File: src/rtl/uart_rx.sv
`default_nettype none
// ============================================================================
// Module      : uart_rx
// Description : Asynchronous serial receiver (8N1 style) with a one-word
//               valid/ready output buffer, framing-error and overrun pulses.
// Revision    : 1.0 - initial release
// ============================================================================
module uart_rx #(
    parameter int CLKRATE     = 100000000,
    parameter int BAUD        = 115200,
    parameter int WORD_LENGTH = 8
) (
    input  logic                   clk,
    input  logic                   rst,
    input  logic                   UART_RX,
    output logic [WORD_LENGTH-1:0] rx_data,
    output logic                   rx_data_valid,
    input  logic                   rx_data_ready,
    output logic                   frame_error,
    output logic                   overrun
);

    localparam int c_bit    = CLKRATE / BAUD;
    localparam int c_half   = c_bit / 2;
    localparam int c_cnt_w  = $clog2(c_bit);
    localparam int c_bcnt_w = $clog2(WORD_LENGTH) + 1;

    localparam logic [c_cnt_w-1:0]  c_bit_last  = c_cnt_w'(c_bit - 1);
    localparam logic [c_cnt_w-1:0]  c_half_last = c_cnt_w'(c_half - 1);
    localparam logic [c_bcnt_w-1:0] c_word_last = c_bcnt_w'(WORD_LENGTH - 1);

    typedef enum logic [2:0] {
        ST_IDLE  = 3'd0,
        ST_START = 3'd1,
        ST_DATA  = 3'd2,
        ST_STOP  = 3'd3,
        ST_BREAK = 3'd4
    } state_t;

    state_t                 r_state;
    state_t                 w_state_next;
    logic                   r_sync_meta;
    logic                   r_rx_s;
    logic [c_cnt_w-1:0]     r_cnt;
    logic [c_bcnt_w-1:0]    r_bit_cnt;
    logic [WORD_LENGTH-1:0] r_shift;
    logic                   w_bit_take;
    logic                   w_stop_good;
    logic                   w_stop_bad;

    // Two-flop synchronizer; presets high so reset never looks like a start bit.
    always_ff @(posedge clk) begin
        if (rst) begin
            r_sync_meta <= 1'b1;
            r_rx_s      <= 1'b1;
        end else begin
            r_sync_meta <= UART_RX;
            r_rx_s      <= r_sync_meta;
        end
    end

    always_ff @(posedge clk) begin
        if (rst) begin
            r_state <= ST_IDLE;
        end else begin
            r_state <= w_state_next;
        end
    end

    always_comb begin
        w_state_next = r_state;
        w_bit_take   = 1'b0;
        w_stop_good  = 1'b0;
        w_stop_bad   = 1'b0;
        case (r_state)
            ST_IDLE: begin
                if (!r_rx_s) begin
                    w_state_next = ST_START;
                end
            end
            ST_START: begin
                if (r_cnt == c_half_last) begin
                    w_state_next = r_rx_s ? ST_IDLE : ST_DATA;
                end
            end
            ST_DATA: begin
                if (r_cnt == c_bit_last) begin
                    w_bit_take = 1'b1;
                    if (r_bit_cnt == c_word_last) begin
                        w_state_next = ST_STOP;
                    end
                end
            end
            ST_STOP: begin
                if (r_cnt == c_bit_last) begin
                    if (r_rx_s) begin
                        w_stop_good  = 1'b1;
                        w_state_next = ST_IDLE;
                    end else begin
                        w_stop_bad   = 1'b1;
                        w_state_next = ST_BREAK;
                    end
                end
            end
            ST_BREAK: begin
                if (r_rx_s) begin
                    w_state_next = ST_IDLE;
                end
            end
            default: begin
                w_state_next = ST_IDLE;
            end
        endcase
    end

    // Baud counter restarts on every state change and at each data-bit sample.
    always_ff @(posedge clk) begin
        if (rst) begin
            r_cnt <= '0;
        end else if ((w_state_next != r_state) || w_bit_take) begin
            r_cnt <= '0;
        end else if ((r_state == ST_START) || (r_state == ST_DATA) ||
                     (r_state == ST_STOP)) begin
            r_cnt <= r_cnt + 1'b1;
        end else begin
            r_cnt <= '0;
        end
    end

    always_ff @(posedge clk) begin
        if (rst) begin
            r_bit_cnt <= '0;
            r_shift   <= '0;
        end else begin
            if (w_state_next != r_state) begin
                r_bit_cnt <= '0;
            end else if (w_bit_take) begin
                r_bit_cnt <= r_bit_cnt + 1'b1;
            end
            if (w_bit_take) begin
                r_shift <= {r_rx_s, r_shift[WORD_LENGTH-1:1]};
            end
        end
    end

    // A new word may replace the held one only when that one leaves this cycle.
    always_ff @(posedge clk) begin
        if (rst) begin
            rx_data       <= '0;
            rx_data_valid <= 1'b0;
            frame_error   <= 1'b0;
            overrun       <= 1'b0;
        end else begin
            frame_error <= w_stop_bad;
            overrun     <= 1'b0;
            if (rx_data_valid && rx_data_ready) begin
                rx_data_valid <= 1'b0;
            end
            if (w_stop_good) begin
                if (!rx_data_valid || rx_data_ready) begin
                    rx_data       <= r_shift;
                    rx_data_valid <= 1'b1;
                end else begin
                    overrun <= 1'b1;
                end
            end
        end
    end

endmodule
`default_nettype wire

File: config.mk
export PLATFORM = sky130hd
export DESIGN_NAME = uart_rx
export DESIGN_NICKNAME = d
export VERILOG_FILES = /design/src/rtl/uart_rx.sv
export SDC_FILE = /design/constraint.sdc
export NUM_CORES = 1
export LEC_CHECK = 0
export CELL_PAD_IN_SITES_DETAIL_PLACEMENT = 1
export CELL_PAD_IN_SITES_GLOBAL_PLACEMENT = 1
export CORE_AREA = 2 2 77 79
export DETAILED_ROUTE_END_ITERATION = 10
export DIE_AREA = 0 0 79 81
export PLACE_DENSITY = 0.66
export SLEW_MARGIN = 15
export SYNTH_ARGS = -nofsm -noshare
export SYNTH_HDL_FRONTEND = slang
export SYNTH_SLANG_ARGS = --single-unit
File: constraint.sdc
create_clock -name clk -period 2.2 [get_ports clk]
set_input_delay 0.22 -clock clk [delete_from_list [all_inputs] [get_ports clk]]
set_output_delay 0.22 -clock clk [all_outputs]
set_load 0.03 [all_outputs]
==> results.sh, run 1 <==
export IMPL_cp_end_kind="flop"
export IMPL_drive_gt1_share_pct=14.6
export IMPL_clockPowerShare_pct=49.6
export IMPL_vias=1275
export IMPL_max_cap_viol_count=0
export IMPL_combPwrFrac_pct=2.2
export IMPL_maxSlewHeadroom_pct=62.2
export IMPL_powerDensity_nw_per_um2=705
export IMPL_crit_fanout=6
export IMPL_drc_errors=0
export IMPL_clk_pin_slew_worst_paths_ps=80
export IMPL_clk_latency_ps=290
export IMPL_cts_root_buf="clkbuf_8"
export IMPL_dieArea_um2=6400
export IMPL_cts_tree="yes"
export IMPL_highest_layer="met4"
export IMPL_worstMarginPinSlew_ps=562
export IMPL_final_max_slew_viol_count=0
export IMPL_reg2reg_slack_ps=110
export IMPL_drtIter0Drc=22
export IMPL_vias_per_cell=4.67
export IMPL_synth_seq_area_share_pct=47.2
export IMPL_antenna_found_initial=0
export IMPL_ys_flop_type="dfxtp_1"
export IMPL_n_fill_cell=671
export IMPL_htree_levels=2
export IMPL_met3_wirelength_um=92
export IMPL_min_period_ps=2090
export IMPL_ys_ff_latch=38
export IMPL_p_sw_uw=281
export IMPL_sequentialPowerShare_pct=48.3
export IMPL_path_class="flop to flop"
export IMPL_syn_area_um2=1610
export IMPL_boundaryPins=15
export IMPL_cts_path_max_buffers=2
export IMPL_row_count=28
export IMPL_io_buffers=14
export IMPL_max_freq_ghz=0.478
export IMPL_start_util_pct=28.4
export IMPL_post_route_period_util_pct=95.2
export IMPL_grt_overflow=0
export IMPL_wl_met1_um=1600
export IMPL_crit_path_start_kind="flop"
export IMPL_finalSetupViolCount=0
export IMPL_wl_um=3320
export IMPL_grtUsageTotal_pct=11.7
export IMPL_p_int_mw=1.16
export IMPL_outcome="finished clean"
export IMPL_die_y_um=81
export IMPL_hp_class="flop to flop"
export IMPL_fin_worst_skew_ps=7.23
export IMPL_synthArstFlopShare_pct=0
export IMPL_core_um2=5680
export IMPL_crit_arrival_ps=2250
export IMPL_grt_max_degree=25
export IMPL_switching_share_pct=19.5
export IMPL_antenna_diode_count=0
export IMPL_rsz0062_at_grt="false"
export IMPL_grt_pass1_wl_um=5840
export IMPL_fin_setup_tns_ps=0
export IMPL_wire_per_inst_um=12.2
export IMPL_power_leakage_nw=0.803
export IMPL_area_growth_pct=26.8
export IMPL_synth_distinct_cells=35
export IMPL_cts_sinks=38
export IMPL_gp_congestion=0.786
export IMPL_syn_num_nets=181
export IMPL_final_nets=204
export IMPL_synth_avg_cell_area_um2=9.25
export IMPL_cts_made_buffers=5
export IMPL_fp_dieW_um=79
export IMPL_yosysWarnings=0
export IMPL_drt_pass1_iterations=4
export IMPL_final_hold_viol_count=0
export IMPL_wl_met2_um=1550
export IMPL_synth_edf_count=0
export IMPL_synthCells=174
export IMPL_postRouteAntennaNets=0
export IMPL_grt_pass1_vias=1278
export IMPL_ir_worst_vdd_uv=345
export IMPL_dpl_hpwl_um=2460
export IMPL_finalPower_mw=1.44
export IMPL_worstPathRequired_ps=2360
## cell families after synthesis
| kind of cell | after synthesis | synth area share [%] |
|---|---|---|
| muxes | 17 | 10.6 |
| and+or+nand+nor | 84 | 27.0 |
| adders and majority gates | 3 | 2.33 |
| AOI/OAI and AO/OA | 12 | 4.90 |
| xor gates and xnor gates | 10 | 5.44 |
| buffers and inverters | 10 | 2.49 |
| DFF | 38 | 47.2 |
## Yosys cell counts, types with 3 or more instances
cell type,n,area [µm²]
nor2_1,36,135
clkbuf_1,6,22.5
nor4_1,4,25.0
xnor2_1,6,52.6
a21oi_1,4,20.0
mux2i_1,17,170
nor3_1,7,35.0
xor2_1,4,35.0
dfxtp_1,38,761
nand2_1,9,33.8
nand3_1,6,30.0
ha_1,3,37.5
nand2b_1,4,25.0
## final timing paths
path / from / endpoint / cells past startpoint
max: r_cnt[0]$_SDFF_PP0_ / r_bit_cnt[1]$_SDFFE_PP0P_ / 6
min: r_sync_meta$_SDFF_PP1_ / r_rx_s$_SDFF_PP1_ / 1
max reg2reg: r_cnt[0]$_SDFF_PP0_ / r_bit_cnt[1]$_SDFFE_PP0P_ / 6
min reg2reg: r_sync_meta$_SDFF_PP1_ / r_rx_s$_SDFF_PP1_ / 1
## routing by layer
metal / vias up / GRT usage, %
met5: - / 0
met4: 0 / 4.14
met3: 6 / 3.44
met2: 14 / 18.8
met1: 614 / 15.0
li1: 641 / -
## placed cells by master (no fill, tap or decap), types with 2 or more instances in the layout
| master | n |
|---|---|
| ha_1 | 2 |
| dfxtp_1 | 37 |
| o31ai_1 | 2 |
| xnor2_1 | 6 |
| nor3_1 | 7 |
| nand2b_1 | 4 |
| or2_2 | 2 |
| o21ai_0 | 2 |
| bufinv_16 | 2 |
| clkdlybuf4s50_1 | 14 |
| and3_1 | 2 |
| clkbuf_8 | 5 |
| inv_1 | 2 |
| nand3_1 | 6 |
| a21oi_1 | 4 |
| nor2_1 | 36 |
| xor2_1 | 4 |
| buf_4 | 10 |
| nor4_1 | 4 |
| or3_1 | 2 |
| mux2i_1 | 17 |
| nand2_1 | 9 |
## metrics by stage
stage / cell area, µm² / std cells / util, % / hold WS [ps] / worst slack (ps)
floorplan: 1610 / 174 / - / 299 / 163
global placement: 1880 / 264 / 33.1 / 396 / 124
detailed placement: 1880 / 264 / 33.1 / 399 / 72.2
CTS: 2020 / 272 / 35.5 / 418 / 55.7
global route: 2040 / 273 / 36.0 / 420 / 2.61
finish: 2040 / 273 / 36.0 / 416 / 107
## sequential cells by signal (all words and copies together), names as in the netlist, 3 cells and up
signal     count
r_shift        8
r_bit_cnt      4
r_state        3
rx_data        8
r_cnt         10
## layout make-up
type | instances | area, µm² | share of cell area (%)
Clock buffer | 5 | 68.8 | 3.37
Clock inverter | 3 | 68.8 | 3.37
Inverter | 2 | 7.51 | 0.368
Multi-Input combinational cell | 126 | 826 | 40.4
Sequential cell | 38 | 762 | 37.3
Tap cell | 75 | 93.8 | 4.60
Timing Repair Buffer | 24 | 215 | 10.5
## worst max-delay path, cell delays in order, from the launching register on
cell       delay [ps]
dfxtp_1           420
ha_2              240
nand4bb_1         150
or4b_4            560
or3_1             400
nand2_1           130
nor3_1             70
## power by group through the flow
stage / clock, mW / sequential (mW) / combinational, mW
finish: 0.714 / 0.695 / 0.0310
global route: 0.761 / 0.696 / 0.0353
CTS: 0.738 / 0.695 / 0.0306
detailed placement: 0 / 0.711 / 0.0303
global placement: 0 / 0.711 / 0.0303
floorplan: 0 / 0.708 / 0.0199
## timing repair
item	4_1_cts	5_1_grt
endpoints found under the setup margin	0	13
hold buffers	0	0
resized for setup	0	4
buffers inserted	0	1
Note: power is estimated with default switching activity, not from simulation.
==> run 2, diff against run 1 <==
PLACE_DENSITY = 0.64   (was 0.66)
clock period = 2.05 ns   (was 2.2 ns; I/O delays follow)
==> run 2 against run 1 <==
Net effect: wire length rose by 11%; combinational power up 34%; clock power up 8.3%; register-to-register slack about the same; flip-flop and latch count did not move; clock skew fell by 0.92 ps; clock-buffer cell count stayed put; final area up 3.7%; non-clock buffer count grew 10; sequential share of layout area down 1.3 points; critical path type unchanged; largest power group unchanged.
==> results.sh, run 2 (synthesis gave the netlist of run 1 again) <==
export IMPL_outcome="finished clean"
export IMPL_io_buffers=14
export IMPL_postCtsSetupBuffers=0
export IMPL_layoutNonFillerInstCount=283
export IMPL_n_fill_cell=685
export IMPL_wire_per_inst_um=13.0
export IMPL_vias=1313
export IMPL_final_nets=214
export IMPL_cts_tree="yes"
export IMPL_finalPower_mw=1.56
export IMPL_vias_per_cell=4.64
export IMPL_antenna_found_initial=0
export IMPL_min_to="r_rx_s$_SDFF_PP1_"
export IMPL_grtUsageTotal_pct=12.6
export IMPL_wl_um=3670
export IMPL_grt_overflow=0
export IMPL_drt_pass1_iterations=4
export IMPL_cts_path_max_buffers=2
export IMPL_regMostFlops="r_cnt"
export IMPL_crit_path_start_kind="flop"
export IMPL_path_class="flop to flop"
export IMPL_multi_input_area_um2=826
export IMPL_post_route_period_util_pct=94.9
export IMPL_top_regs="r_cnt: 10 flops, r_shift: 8 flops, rx_data: 8 flops"
export IMPL_mostFrequentLayoutCells="dfxtp_1 (37), nor2_1 (36), buf_4 (20)"
export IMPL_finalSetupViolCount=0
export IMPL_die_y_um=81
export IMPL_hold_buffers=0
export IMPL_cts_made_buffers=5
export IMPL_gp_congestion=0.800
export IMPL_crit_arrival_ps=2160
export IMPL_dpl_hpwl_um=2570
export IMPL_final_seq_area_um2=762
export IMPL_min_period_ps=1950
export IMPL_power_leakage_nw=0.857
export IMPL_postPlaceCellArea_um2=1960
export IMPL_row_count=28
export IMPL_max_freq_ghz=0.514
export IMPL_hold_slack_ps=416
export IMPL_grt_pass1_vias=1278
export IMPL_powerDensity_nw_per_um2=736
export IMPL_cts_sinks=38
export IMPL_worstRegToRegCells=4
export IMPL_largest_register_ffs=10
export IMPL_r2r_start="r_cnt[8]$_SDFF_PP0_"
export IMPL_cts_root_buf="clkbuf_8"
export IMPL_hp_class="flop to flop"
export IMPL_final_hold_viol_count=0
export IMPL_htree_levels=2
export IMPL_clk_latency_ps=300
export IMPL_start_util_pct=28.4
export IMPL_grt_max_degree=25
export IMPL_core_um2=5680
export IMPL_drc_errors=0
export IMPL_max_cap_viol_count=0
export IMPL_fin_worst_skew_ps=6.32
export IMPL_maxSlewHeadroom_pct=69.4
export IMPL_stdcell_area_um2=2120
export IMPL_postRouteAntennaNets=0
export IMPL_fin_setup_tns_ps=0
export IMPL_r2r_end="r_bit_cnt[3]$_SDFFE_PP0P_"
export IMPL_dieArea_um2=6400
export IMPL_placed_cells_incl_taps=275
export IMPL_holdPathStages=1
export IMPL_worstMarginPinSlew_ps=454
export IMPL_fp_dieW_um=79
export IMPL_area_growth_pct=31.5
export IMPL_clk_pin_slew_worst_paths_ps=80
export IMPL_mostFrequentLayoutCell="dfxtp_1"
export IMPL_crit_fanout=3
export IMPL_worstPathRequired_ps=2270
export IMPL_drive_gt1_share_pct=19.7
export IMPL_ir_worst_vdd_uv=378
export IMPL_final_max_slew_viol_count=0
export IMPL_antenna_diode_count=0
export IMPL_min_from="r_sync_meta$_SDFF_PP1_"
export IMPL_grt_pass1_wl_um=6210
export IMPL_cp_end_kind="flop"
export IMPL_drtIter0Drc=53
export IMPL_boundaryPins=15
export IMPL_cts_resized_gates=0
export IMPL_reg2reg_slack_ps=100
[run 2: per-stage QoR]
stage / util [%] / setup WS [ps]
2_1_floorplan: - / 13.1
3_3_place_gp: 34.6 / 107
3_5_place_dp: 34.6 / 38.0
4_1_cts: 37.0 / 16.6
5_1_grt: 37.3 / -4.56
6_report: 37.3 / 104
[run 2: where the power goes]
group          total [mW]  switching [mW]  internal, mW  leakage, nW
logic              0.0414          0.0220        0.0194        0.481
clock network       0.773           0.285         0.488       0.0683
registers           0.745         0.00395         0.741        0.307
total                1.56           0.311          1.25        0.857
[run 2: worst max-delay path by stage]
stage | start | end | slack (ps) | cells past startpoint
after floorplan | r_cnt[2]$_SDFF_PP0_ | r_bit_cnt[0]$_SDFFE_PP0P_ | 10 | 6
after global placement | r_state[1]$_SDFF_PP0_ | r_bit_cnt[0]$_SDFFE_PP0P_ | 110 | 5
after detailed placement | r_state[1]$_SDFF_PP0_ | r_bit_cnt[1]$_SDFFE_PP0P_ | 40 | 5
after CTS | r_state[1]$_SDFF_PP0_ | r_bit_cnt[1]$_SDFFE_PP0P_ | 20 | 5
after global routing | r_cnt[2]$_SDFF_PP0_ | r_cnt[7]$_SDFF_PP0_ | -5 | 7
final | r_cnt[8]$_SDFF_PP0_ | r_bit_cnt[3]$_SDFFE_PP0P_ | 100 | 4
[run 2: area by class of cell]
| cell class | count | share of cell area (%) |
|---|---|---|
| clock buffers | 5 | 3.25 |
| inverters | 2 | 0.355 |
| multi-input cells | 126 | 39.0 |
| flip-flops and latches | 38 | 36.0 |
| repair buffers | 34 | 13.7 |
| well taps | 75 | 4.43 |
| clock inverters | 3 | 3.25 |
[run 2: critical path, stage by stage (launching register included)]
cell	delay (ps)
dfxtp_1	340
or3b_1	380
or4b_4	570
or3_1	370
a211oi_2	210
[run 2: layer usage]
| metal | routed length [µm] | global-route usage, % |
|---|---|---|
| met2 | 1690 | 19.5 |
| met1 | 1770 | 16.3 |
| met4 | 135 | 7.07 |
| met3 | 76 | 3.00 |
| met5 | 0 | 0 |
